===== src/rtl/slc3_mem_bridge_if.sv =====
// slc3_mem_bridge_if: bundles the CPU request/ready handshake, the SRAM pins and the
// board I/O (switches, hex nibbles, LEDs) seen by slc3_mem_bridge.
//   slave  modport : the bridge side (takes CPU requests, drives SRAM pins and board outputs)
//   master modport : the CPU/board/SRAM model side (drives requests, SRAM read data, switches)
interface slc3_mem_bridge_if #(
    parameter int unsigned ADDR_W     = 16,
    parameter int unsigned DATA_W     = 16,
    parameter int unsigned SW_W       = 10,
    parameter int unsigned HEX_DIGITS = 4,
    parameter int unsigned LED_W      = 10
);
    // CPU handshake
    logic                    cpu_req;
    logic                    cpu_we;
    logic [ADDR_W-1:0]       cpu_addr;
    logic [DATA_W-1:0]       cpu_wdata;
    logic                    cpu_ready;
    logic [DATA_W-1:0]       cpu_rdata;
    // SRAM pins
    logic [ADDR_W-1:0]       sram_addr;
    logic [DATA_W-1:0]       sram_wdata;
    logic [DATA_W-1:0]       sram_rdata;
    logic                    sram_oe_n;
    logic                    sram_we_n;
    // Board I/O
    logic [SW_W-1:0]         SW;
    logic [HEX_DIGITS*4-1:0] hex_data;
    logic [LED_W-1:0]        led;

    modport slave (
        input  cpu_req, cpu_we, cpu_addr, cpu_wdata, sram_rdata, SW,
        output cpu_ready, cpu_rdata, sram_addr, sram_wdata, sram_oe_n, sram_we_n,
        output hex_data, led
    );

    modport master (
        output cpu_req, cpu_we, cpu_addr, cpu_wdata, sram_rdata, SW,
        input  cpu_ready, cpu_rdata, sram_addr, sram_wdata, sram_oe_n, sram_we_n,
        input  hex_data, led
    );
endinterface


===== src/rtl/slc3_mem_bridge.sv =====
// slc3_mem_bridge: request/ready bridge between the SLC-3 datapath and SRAM plus
// memory-mapped switches / hex display / LEDs.
//   Clk   : system clock, rising edge
//   Reset : synchronous active-low reset
//   bus   : slc3_mem_bridge_if.slave -- CPU handshake (cpu_req/we/addr/wdata in,
//           cpu_ready pulse and held cpu_rdata out), registered SRAM address/data/strobes,
//           switches in, hex nibbles and LED register out.
// An access to IO_ADDR is served in one IO cycle without touching SRAM; SRAM accesses hold
// their strobe for WAIT_STATES+1 cycles. Completion is a one-cycle cpu_ready in DONE.
// Optional feature macro SLC3_LED_REG_EN: when defined, IO_ADDR-1 is a read/write LED
// register; when undefined, led is tied low and IO_ADDR-1 is ordinary SRAM.
module slc3_mem_bridge #(
    parameter int unsigned       ADDR_W      = 16,
    parameter int unsigned       DATA_W      = 16,
    parameter int unsigned       WAIT_STATES = 2,
    parameter logic [ADDR_W-1:0] IO_ADDR     = 16'hFFFF,
    parameter int unsigned       SW_W        = 10,
    parameter int unsigned       HEX_DIGITS  = 4,
    parameter int unsigned       LED_W       = 10
) (
    input logic             Clk,
    input logic             Reset,
    slc3_mem_bridge_if.slave bus
);
    localparam logic [1:0] StIdle   = 2'd0;
    localparam logic [1:0] StAccess = 2'd1;
    localparam logic [1:0] StIo     = 2'd2;
    localparam logic [1:0] StDone   = 2'd3;

    // Counter must be at least one bit wide even when WAIT_STATES is 0.
    localparam int unsigned CntW = (WAIT_STATES > 0) ? $clog2(WAIT_STATES + 1) : 1;

    logic [1:0]              state_q, state_d;
    logic [CntW-1:0]         cnt_q, cnt_d;
    logic                    we_q, we_d;
    logic [ADDR_W-1:0]       addr_q, addr_d;
    logic [DATA_W-1:0]       wdata_q, wdata_d;
    logic [DATA_W-1:0]       rdata_q, rdata_d;
    logic                    oe_n_q, oe_n_d;
    logic                    we_n_q, we_n_d;
    logic [HEX_DIGITS*4-1:0] hex_q, hex_d;
    logic                    is_io;

`ifdef SLC3_LED_REG_EN
    localparam logic [ADDR_W-1:0] LedAddr = ADDR_W'(IO_ADDR - 1);
    logic [LED_W-1:0] led_q, led_d;

    assign is_io = (bus.cpu_addr == IO_ADDR) || (bus.cpu_addr == LedAddr);
`else
    assign is_io = (bus.cpu_addr == IO_ADDR);
`endif

    always_comb begin
        state_d = state_q;
        cnt_d   = cnt_q;
        we_d    = we_q;
        addr_d  = addr_q;
        wdata_d = wdata_q;
        rdata_d = rdata_q;
        oe_n_d  = oe_n_q;
        we_n_d  = we_n_q;
        hex_d   = hex_q;
`ifdef SLC3_LED_REG_EN
        led_d   = led_q;
`endif
        case (state_q)
            StIdle: begin
                if (bus.cpu_req) begin
                    addr_d  = bus.cpu_addr;
                    wdata_d = bus.cpu_wdata;
                    we_d    = bus.cpu_we;
                    if (is_io) begin
                        state_d = StIo;
                    end else begin
                        // Strobe is registered so it is asserted from the first ACCESS cycle.
                        state_d = StAccess;
                        cnt_d   = CntW'(WAIT_STATES);
                        oe_n_d  = bus.cpu_we;
                        we_n_d  = ~bus.cpu_we;
                    end
                end
            end
            StAccess: begin
                if (cnt_q != '0) begin
                    cnt_d = cnt_q - CntW'(1);
                end else begin
                    if (!we_q) begin
                        rdata_d = bus.sram_rdata;
                    end
                    oe_n_d  = 1'b1;
                    we_n_d  = 1'b1;
                    state_d = StDone;
                end
            end
            StIo: begin
                if (addr_q == IO_ADDR) begin
                    if (we_q) begin
                        hex_d = wdata_q[HEX_DIGITS*4-1:0];
                    end else begin
                        rdata_d = DATA_W'(bus.SW);
                    end
                end
`ifdef SLC3_LED_REG_EN
                else if (addr_q == LedAddr) begin
                    if (we_q) begin
                        led_d = wdata_q[LED_W-1:0];
                    end else begin
                        rdata_d = DATA_W'(led_q);
                    end
                end
`endif
                state_d = StDone;
            end
            StDone: begin
                state_d = StIdle;
            end
            default: begin
                state_d = StIdle;
            end
        endcase
    end

    always_ff @(posedge Clk) begin
        if (!Reset) begin
            state_q <= StIdle;
            cnt_q   <= '0;
            we_q    <= 1'b0;
            addr_q  <= '0;
            wdata_q <= '0;
            rdata_q <= '0;
            oe_n_q  <= 1'b1;
            we_n_q  <= 1'b1;
            hex_q   <= '0;
`ifdef SLC3_LED_REG_EN
            led_q   <= '0;
`endif
        end else begin
            state_q <= state_d;
            cnt_q   <= cnt_d;
            we_q    <= we_d;
            addr_q  <= addr_d;
            wdata_q <= wdata_d;
            rdata_q <= rdata_d;
            oe_n_q  <= oe_n_d;
            we_n_q  <= we_n_d;
            hex_q   <= hex_d;
`ifdef SLC3_LED_REG_EN
            led_q   <= led_d;
`endif
        end
    end

    assign bus.cpu_ready  = (state_q == StDone);
    assign bus.cpu_rdata  = rdata_q;
    assign bus.sram_addr  = addr_q;
    assign bus.sram_wdata = wdata_q;
    assign bus.sram_oe_n  = oe_n_q;
    assign bus.sram_we_n  = we_n_q;
    assign bus.hex_data   = hex_q;
`ifdef SLC3_LED_REG_EN
    assign bus.led        = led_q;
`else
    assign bus.led        = {LED_W{1'b0}};
`endif
endmodule


===== src/flat_wrapper.sv =====
// flat-port wrapper written by rule: the top's interface ports become plain ports
module slc3_mem_bridge_flat 
#(
    parameter int unsigned       ADDR_W      = 16,
    parameter int unsigned       DATA_W      = 16,
    parameter int unsigned       WAIT_STATES = 2,
    parameter logic [ADDR_W-1:0] IO_ADDR     = 16'hFFFF,
    parameter int unsigned       SW_W        = 10,
    parameter int unsigned       HEX_DIGITS  = 4,
    parameter int unsigned       LED_W       = 10
)
  (Clk, Reset, bus_cpu_req, bus_cpu_we, bus_cpu_addr, bus_cpu_wdata, bus_sram_rdata, bus_SW, bus_cpu_ready, bus_cpu_rdata, bus_sram_addr, bus_sram_wdata, bus_sram_oe_n, bus_sram_we_n, bus_hex_data, bus_led);
  slc3_mem_bridge_if #(.ADDR_W(ADDR_W), .DATA_W(DATA_W), .SW_W(SW_W), .HEX_DIGITS(HEX_DIGITS), .LED_W(LED_W)) bus_i ();
  input logic Clk;
  input logic Reset;
  input wire logic [$bits(bus_i.cpu_req)-1:0] bus_cpu_req;
  input wire logic [$bits(bus_i.cpu_we)-1:0] bus_cpu_we;
  input wire logic [$bits(bus_i.cpu_addr)-1:0] bus_cpu_addr;
  input wire logic [$bits(bus_i.cpu_wdata)-1:0] bus_cpu_wdata;
  input wire logic [$bits(bus_i.sram_rdata)-1:0] bus_sram_rdata;
  input wire logic [$bits(bus_i.SW)-1:0] bus_SW;
  output wire logic [$bits(bus_i.cpu_ready)-1:0] bus_cpu_ready;
  output wire logic [$bits(bus_i.cpu_rdata)-1:0] bus_cpu_rdata;
  output wire logic [$bits(bus_i.sram_addr)-1:0] bus_sram_addr;
  output wire logic [$bits(bus_i.sram_wdata)-1:0] bus_sram_wdata;
  output wire logic [$bits(bus_i.sram_oe_n)-1:0] bus_sram_oe_n;
  output wire logic [$bits(bus_i.sram_we_n)-1:0] bus_sram_we_n;
  output wire logic [$bits(bus_i.hex_data)-1:0] bus_hex_data;
  output wire logic [$bits(bus_i.led)-1:0] bus_led;
  assign bus_i.cpu_req = bus_cpu_req;
  assign bus_i.cpu_we = bus_cpu_we;
  assign bus_i.cpu_addr = bus_cpu_addr;
  assign bus_i.cpu_wdata = bus_cpu_wdata;
  assign bus_i.sram_rdata = bus_sram_rdata;
  assign bus_i.SW = bus_SW;
  assign bus_cpu_ready = bus_i.cpu_ready;
  assign bus_cpu_rdata = bus_i.cpu_rdata;
  assign bus_sram_addr = bus_i.sram_addr;
  assign bus_sram_wdata = bus_i.sram_wdata;
  assign bus_sram_oe_n = bus_i.sram_oe_n;
  assign bus_sram_we_n = bus_i.sram_we_n;
  assign bus_hex_data = bus_i.hex_data;
  assign bus_led = bus_i.led;
  slc3_mem_bridge #(.ADDR_W(ADDR_W), .DATA_W(DATA_W), .WAIT_STATES(WAIT_STATES), .IO_ADDR(IO_ADDR), .SW_W(SW_W), .HEX_DIGITS(HEX_DIGITS), .LED_W(LED_W)) u_core (.Clk(Clk), .Reset(Reset), .bus(bus_i));
endmodule

===== config.mk =====
export PLATFORM = sky130hd
export DESIGN_NAME = slc3_mem_bridge_flat
export DESIGN_NICKNAME = d
export VERILOG_FILES = /design/src/rtl/slc3_mem_bridge_if.sv /design/src/rtl/slc3_mem_bridge.sv /design/src/flat_wrapper.sv
export SDC_FILE = /design/constraint.sdc
export NUM_CORES = 1
export LEC_CHECK = 0
export ABC_CLOCK_PERIOD_IN_PS = 2300
export CAP_MARGIN = 20
export CORE_ASPECT_RATIO = 1.1
export CORE_UTILIZATION = 34
export DETAILED_ROUTE_END_ITERATION = 7
export GPL_TIMING_DRIVEN = 0
export MAX_ROUTING_LAYER = met4
export PLACE_DENSITY = 0.77
export SYNTH_ARGS = -nofsm -noshare
export SYNTH_HDL_FRONTEND = slang
export SYNTH_SLANG_ARGS = --single-unit
export TNS_END_PERCENT = 10

===== constraint.sdc =====
create_clock -name Clk -period 2.3 [get_ports Clk]
set_input_delay 0.345 -clock Clk [delete_from_list [all_inputs] [get_ports Clk]]
set_output_delay 0.345 -clock Clk [all_outputs]
set_load 0.005 [all_outputs]

==> results_dict.tcl, run 1 <==
set metrics [dict create \
    die_y_um 101 \
    first_pass_iters 4 \
    initial_core_util 0.358 \
    critical-path-top-delay-family "simple AND/OR/NAND/NOR gates" \
    cts.sinks 71 \
    min_path_type "flop to flop" \
    synth_area_um2 3060 \
    htreeDepth 3 \
    routedWlPerCell_um 14.0 \
    async_flop_share 0 \
    max_stage_delay_ns 0.78 \
    drv_cap 0 \
    chipWidth_um 92.4 \
    drt_iter0_markers 143 \
    slew_headroom 0.321 \
    routed_wl_um 8710 \
    stdcell_area_um2 4680 \
    clk_latency_ns 0.34 \
    grt_usage 0.195 \
    swShare 0.354 \
    rows 35 \
    fmax_ghz 0.512 \
    p_switching_mw 1.45 \
    core_area_um2 8540 \
    comb_power_share 0.397 \
    cp_num_buf_inv 1 \
    avgSynthCellArea_um2 8.56 \
    synth_edf_count 0 \
    critical_path_arrival_ns 2.23 \
    synth_top_area_cell "dfxtp_1" \
    io_buffer_count 128 \
    gp_congestion 0.825 \
    grt_max_degree 13 \
    grt_pass1_vias 2967 \
    synth-main-ff-cell "dfxtp_1" \
    crit_required_ns 2.58 \
    outcome "finished, final reports clean" \
    final.setup.tns_ns 0 \
    period_share 0.850 \
    synthTopCellsByArea "dfxtp_1 (47%), a21oi_1 (10%), nand2_1 (8.7%)" \
    yosysWarnings 0 \
    slew_violations 0 \
    ys_seq_area_frac 0.465 \
    drc 0 \
    clockRootBuffer "clkbuf_8" \
    cts_made_buffers 9 \
    start_kind "flop" \
    synth_cells 357 \
    pwr-share-seq 0.394 \
    gr-total-overflow 0 \
    worstPathCellList "inv_1, ha_1, mux2i_1, nor4_1, a32o_1" \
    critPathKind "flop to flop" \
    holdBufCountCts 0 \
    worst_slack_ns 0.346 \
    clk_path_buf_depth 2 \
    worstMarginPinSlew_ns 1.01 \
    hold_viol 0 \
    placed_cell_area_um2 4510 \
    clkPwrFrac 0.210 \
    internal_power_mw 2.64 \
    nNetsFinal 573 \
    yosys_register_bits 71 \
    place_ws_ns 0.0207 \
    finClkSkew_ns 0.0101 \
    dp_hpwl_um 6600 \
    drtAntennaViolNets 0 \
    yosysUniqueCellTypes 40 \
    tritoncts "yes" \
    grt_pass1_wl_um 14100 \
    drive_above_1_share 0.0863 \
    rsz0062_at_grt "false" \
    antenna_found_initial 0 \
    vias_per_cell 4.93 \
    ir_drop_v 0.000584 \
    cts.clk_slew.worst_paths_ns 0.08 \
    die_area_um2 9370 \
    ios 139 \
    pwr_density_cell_nw_per_um2 874 \
    areaGrowthSynthToFinish_pct 53.0 \
    cpMaxStageDelayCell "nor4_1" \
    synth_top_area_share 0.465 \
    p_leak_nw 1.72 \
    setup_viol 0 \
    cp_max_fo 6 \
    antenna_cells 0 \
    post_cts_buffers 0 \
    worstSetupEndpointType "flop" \
    synthTopCellsByCount "dfxtp_1 (71), nand2_1 (71), a21oi_1 (64), clkbuf_1 (16), nand3_1 (16)" \
    finalCriticalPeriod_ns 1.95 \
    vias 3060 \
    post_cts_resized 0 \
]
[layer usage]
| layer | GRT usage | up-vias | wire length, um |
|---|---|---|---|
| li1 | - | 1537 | - |
| met1 | 0.226 | 1417 | 3680 |
| met2 | 0.340 | 102 | 4470 |
| met3 | 0.0435 | 4 | 534 |
| met4 | 0.0469 | 0 | 27 |
| met5 | - | - | 0 |
[flip-flops by register name, summed over array words and instances, names as in the netlist]
name / cells
u_core.bus.sram_oe_n: 1
u_core.bus.sram_wdata: 16
u_core.state_q: 2
u_core.bus.cpu_rdata: 16
u_core.cnt_q: 2
u_core.bus.hex_data: 16
u_core.we_q: 1
u_core.bus.sram_we_n: 1
u_core.bus.sram_addr: 16
[cells in the final DEF (no fill, tap or decap), drive strengths merged, types with 5 or more instances in the layout]
cell type and n:
clkdlybuf4s50 128, nand2 71, dfxtp 71, a21oi 64
clkbuf 30, o21ai 19, nand3 16, buf 15
mux2i 12, inv 11, a211oi 10, conb 10
nand4 8, a32o 6, ha 6, nor2 5
[through the flow]
stage          hold WS [ns]  total power, mW  std cells  utilization
2_1_floorplan         0.434             2.51        366            -
3_3_place_gp          0.461             3.20        605        0.528
3_5_place_dp          0.467             3.25        605        0.528
4_1_cts               0.479             4.11        621        0.548
5_1_grt               0.495             4.38        621        0.548
6_report              0.479             4.09        621        0.548
[final cells by class]
type / count / area [um^2]
inverter: 11 / 41.3
clock buffer: 10 / 128
buffer: 35 / 215
multi-input combinational: 249 / 1420
timing repair buffer: 128 / 1280
sequential: 71 / 1420
fill: 832 / 3860
clock inverter: 6 / 37.5
tap: 111 / 139
[kinds of logic after synthesis]
logic type,Yosys count,share of synthesized area
other cells,1,0.00123
fa+ha+maj,6,0.0246
mux,12,0.0393
buf+inv,46,0.0839
compound gates,109,0.211
simple gates,112,0.175
flops,71,0.465
[power by group through the flow]
stage	logic [mW]	clock network, mW	registers [mW]
3_5_place_dp	1.62	0	1.64
6_report	1.62	0.857	1.61
3_3_place_gp	1.57	0	1.63
5_1_grt	1.80	0.937	1.64
2_1_floorplan	0.885	0	1.63
4_1_cts	1.62	0.873	1.61
[path summary, 6_finish.rpt]
check | endpoint | depth (start not counted) | from | slack [ns]
setup / recovery | u_core.bus.cpu_rdata[13] | 5 | u_core.state_q[1] | 0.35
hold / removal | u_core.bus.hex_data[15] | 2 | u_core.bus.hex_data[15] | 0.48
setup reg to reg | u_core.bus.cpu_rdata[13] | 5 | u_core.state_q[1] | 0.35
hold reg to reg | u_core.bus.hex_data[15] | 2 | u_core.bus.hex_data[15] | 0.48
[tightest hold or removal path, cell delays in order (launching register included)]
cell and delay (ns):
dfxtp_1 0.31, o21ai_0 0.07, a21oi_1 0.06
Power figures use the tool's default switching activity.
==> inputs of run 2 (changes only) <==
--- a/config.mk
+++ b/config.mk
@@ -5,7 +5,7 @@
 export SDC_FILE = /design/constraint.sdc
 export NUM_CORES = 1
 export LEC_CHECK = 0
-export ABC_CLOCK_PERIOD_IN_PS = 2300
+export ABC_CLOCK_PERIOD_IN_PS = 1800
 export CAP_MARGIN = 20
 export CORE_ASPECT_RATIO = 1.1
 export CORE_UTILIZATION = 34
==> constraint.sdc (replaced) <==
create_clock -name Clk -period 1.8 [get_ports Clk]
set_input_delay 0.27 -clock Clk [delete_from_list [all_inputs] [get_ports Clk]]
set_output_delay 0.27 -clock Clk [all_outputs]
set_load 0.005 [all_outputs]
==> results_dict.tcl, run 2 (synthesis results as in run 1) <==
set metrics [dict create \
    gr-total-overflow 0 \
    wl_met2_um 4610 \
    finClkSkew_ns 0.00958 \
    pwr-share-seq 0.386 \
    setup_viol 0 \
    finalCriticalPeriod_ns 1.72 \
    dr_wl_met3_um 478 \
    fill_cells 820 \
    period_share 0.953 \
    areaGrowthSynthToFinish_pct 57.9 \
    drc 0 \
    critPathKind "flop to flop" \
    top_layer "met4" \
    grt_max_degree 13 \
    io_buffer_count 128 \
    multi_input_area_um2 1520 \
    pwr_density_cell_nw_per_um2 1130 \
    tritoncts "yes" \
    rows 35 \
    vias_per_cell 4.95 \
    clk_latency_ns 0.34 \
    drive_above_1_share 0.147 \
    routedWlPerCell_um 14.3 \
    die_area_um2 9370 \
    routed_wl_um 8870 \
    rsz0062_at_grt "true" \
    cts.sinks 71 \
    cts_made_buffers 9 \
    slew_headroom 0.551 \
    critical_path_arrival_ns 1.95 \
    comb_power_share 0.412 \
    clk_path_buf_depth 2 \
    mostFrequentLayoutCells "clkdlybuf4s50_1 (128), nand2_1 (70), a21oi_1 (64)" \
    chipWidth_um 92.4 \
    utilization 0.565 \
    drv_cap 0 \
    grt_pass1_wl_um 14100 \
    final_common_cell "clkdlybuf4s50_1" \
    met1_length_um 3720 \
    drt_iter0_markers 151 \
    dp_hpwl_um 6600 \
    start_kind "flop" \
    finalNonFillerCells 621 \
    worstMarginPinSlew_ns 0.668 \
    crit_required_ns 2.04 \
    cts.clk_slew.worst_paths_ns 0.08 \
    initial_core_util 0.358 \
    grt_pass1_vias 2968 \
    internal_power_mw 3.50 \
    htreeDepth 3 \
    worstSetupEndpointType "flop" \
    first_pass_iters 4 \
    clockRootBuffer "clkbuf_8" \
    grt_usage 0.195 \
    p_switching_mw 1.94 \
    die_y_um 101 \
    core_area_um2 8540 \
    cp_max_fo 10 \
    p_leak_nw 1.79 \
    place_inst 605 \
    antenna_cells 0 \
    swShare 0.356 \
    hold_viol 0 \
    fmax_ghz 0.583 \
    antenna_found_initial 0 \
    clkPwrFrac 0.202 \
    regArea_um2 1440 \
    min_path_type "input port to flop" \
    slew_violations 0 \
    outcome "finished, final reports clean" \
    r2r_setup_slack_ns 0.08 \
    vias 3075 \
    holdBufCountCts 0 \
    ir_drop_v 0.000733 \
    nNetsFinal 573 \
    drtAntennaViolNets 0 \
    ios 139 \
    gp_congestion 0.825 \
]
## run 2: cell types whose count changed in the layout (fill, tap and decap cells not counted), sizes merged
| cell | delta |
|---|---|
| buf | +4 |
| clkbuf | -4 |
## run 2: critical path: stages, from the launching register on
cell     delay (ns)
dfxtp_4        0.37
nand4_4        0.16
or4_1          0.53
buf_2          0.17
buf_6          0.14
o21ai_1        0.15
a21oi_1        0.08
## run 2: area by class of cell
cell class / instances / area share
flip-flops and latches: 71 / 0.298
clock buffers: 10 / 0.0264
clock inverters: 6 / 0.00778
repair buffers: 129 / 0.267
multi-input cells: 249 / 0.314
plain buffers: 34 / 0.0490
inverters: 11 / 0.00856
well taps: 111 / 0.0288
## run 2: timing repair
action                     in CTS  in global routing
setup endpoints to repair      50                 61
resized for setup              10                 47
pin swaps                       0                  1
setup buffers                   0                  1
cloned                          0                  0
## run 2: worst paths after layout
path                                   from                   endpoint  cells after the start
setup / recovery    u_core.bus.sram_addr[6]     u_core.bus.hex_data[3]                      6
hold / removal            bus_cpu_wdata[11]  u_core.bus.sram_wdata[11]                      3
hold reg to reg   u_core.bus.sram_wdata[11]  u_core.bus.sram_wdata[11]                      2
setup reg to reg    u_core.bus.sram_addr[6]     u_core.bus.hex_data[3]                      6
## run 2: layer usage
metal  track usage  vias to the layer above
li1              -                     1528
met1         0.227                     1451
met2         0.340                       89
met3        0.0435                        7
met4        0.0493                        0
met5             -                        -
## run 2: power groups by stage
stage	sequential [mW]	combinational [mW]	clock [mW]
floorplan	2.08	1.13	0
global placement	2.08	2.00	0
detailed placement	2.09	2.06	0
CTS	2.06	2.10	1.12
global route	2.14	2.46	1.20
finish	2.10	2.24	1.10
## run 2: stage by stage
step                power [mW]  setup TNS (ns)  setup slack, ns  hold WS [ns]  cell area [um^2]
CTS                       5.28               0          0.00127         0.466              4700
floorplan                 3.21               0            0.180         0.359              3090
global route              5.80         -0.0483          -0.0212         0.468              4830
detailed placement        4.16          -12.78           -0.404         0.467              4510
global placement          4.08          -11.44           -0.392         0.461              4510
finish                    5.44               0           0.0837         0.472              4830
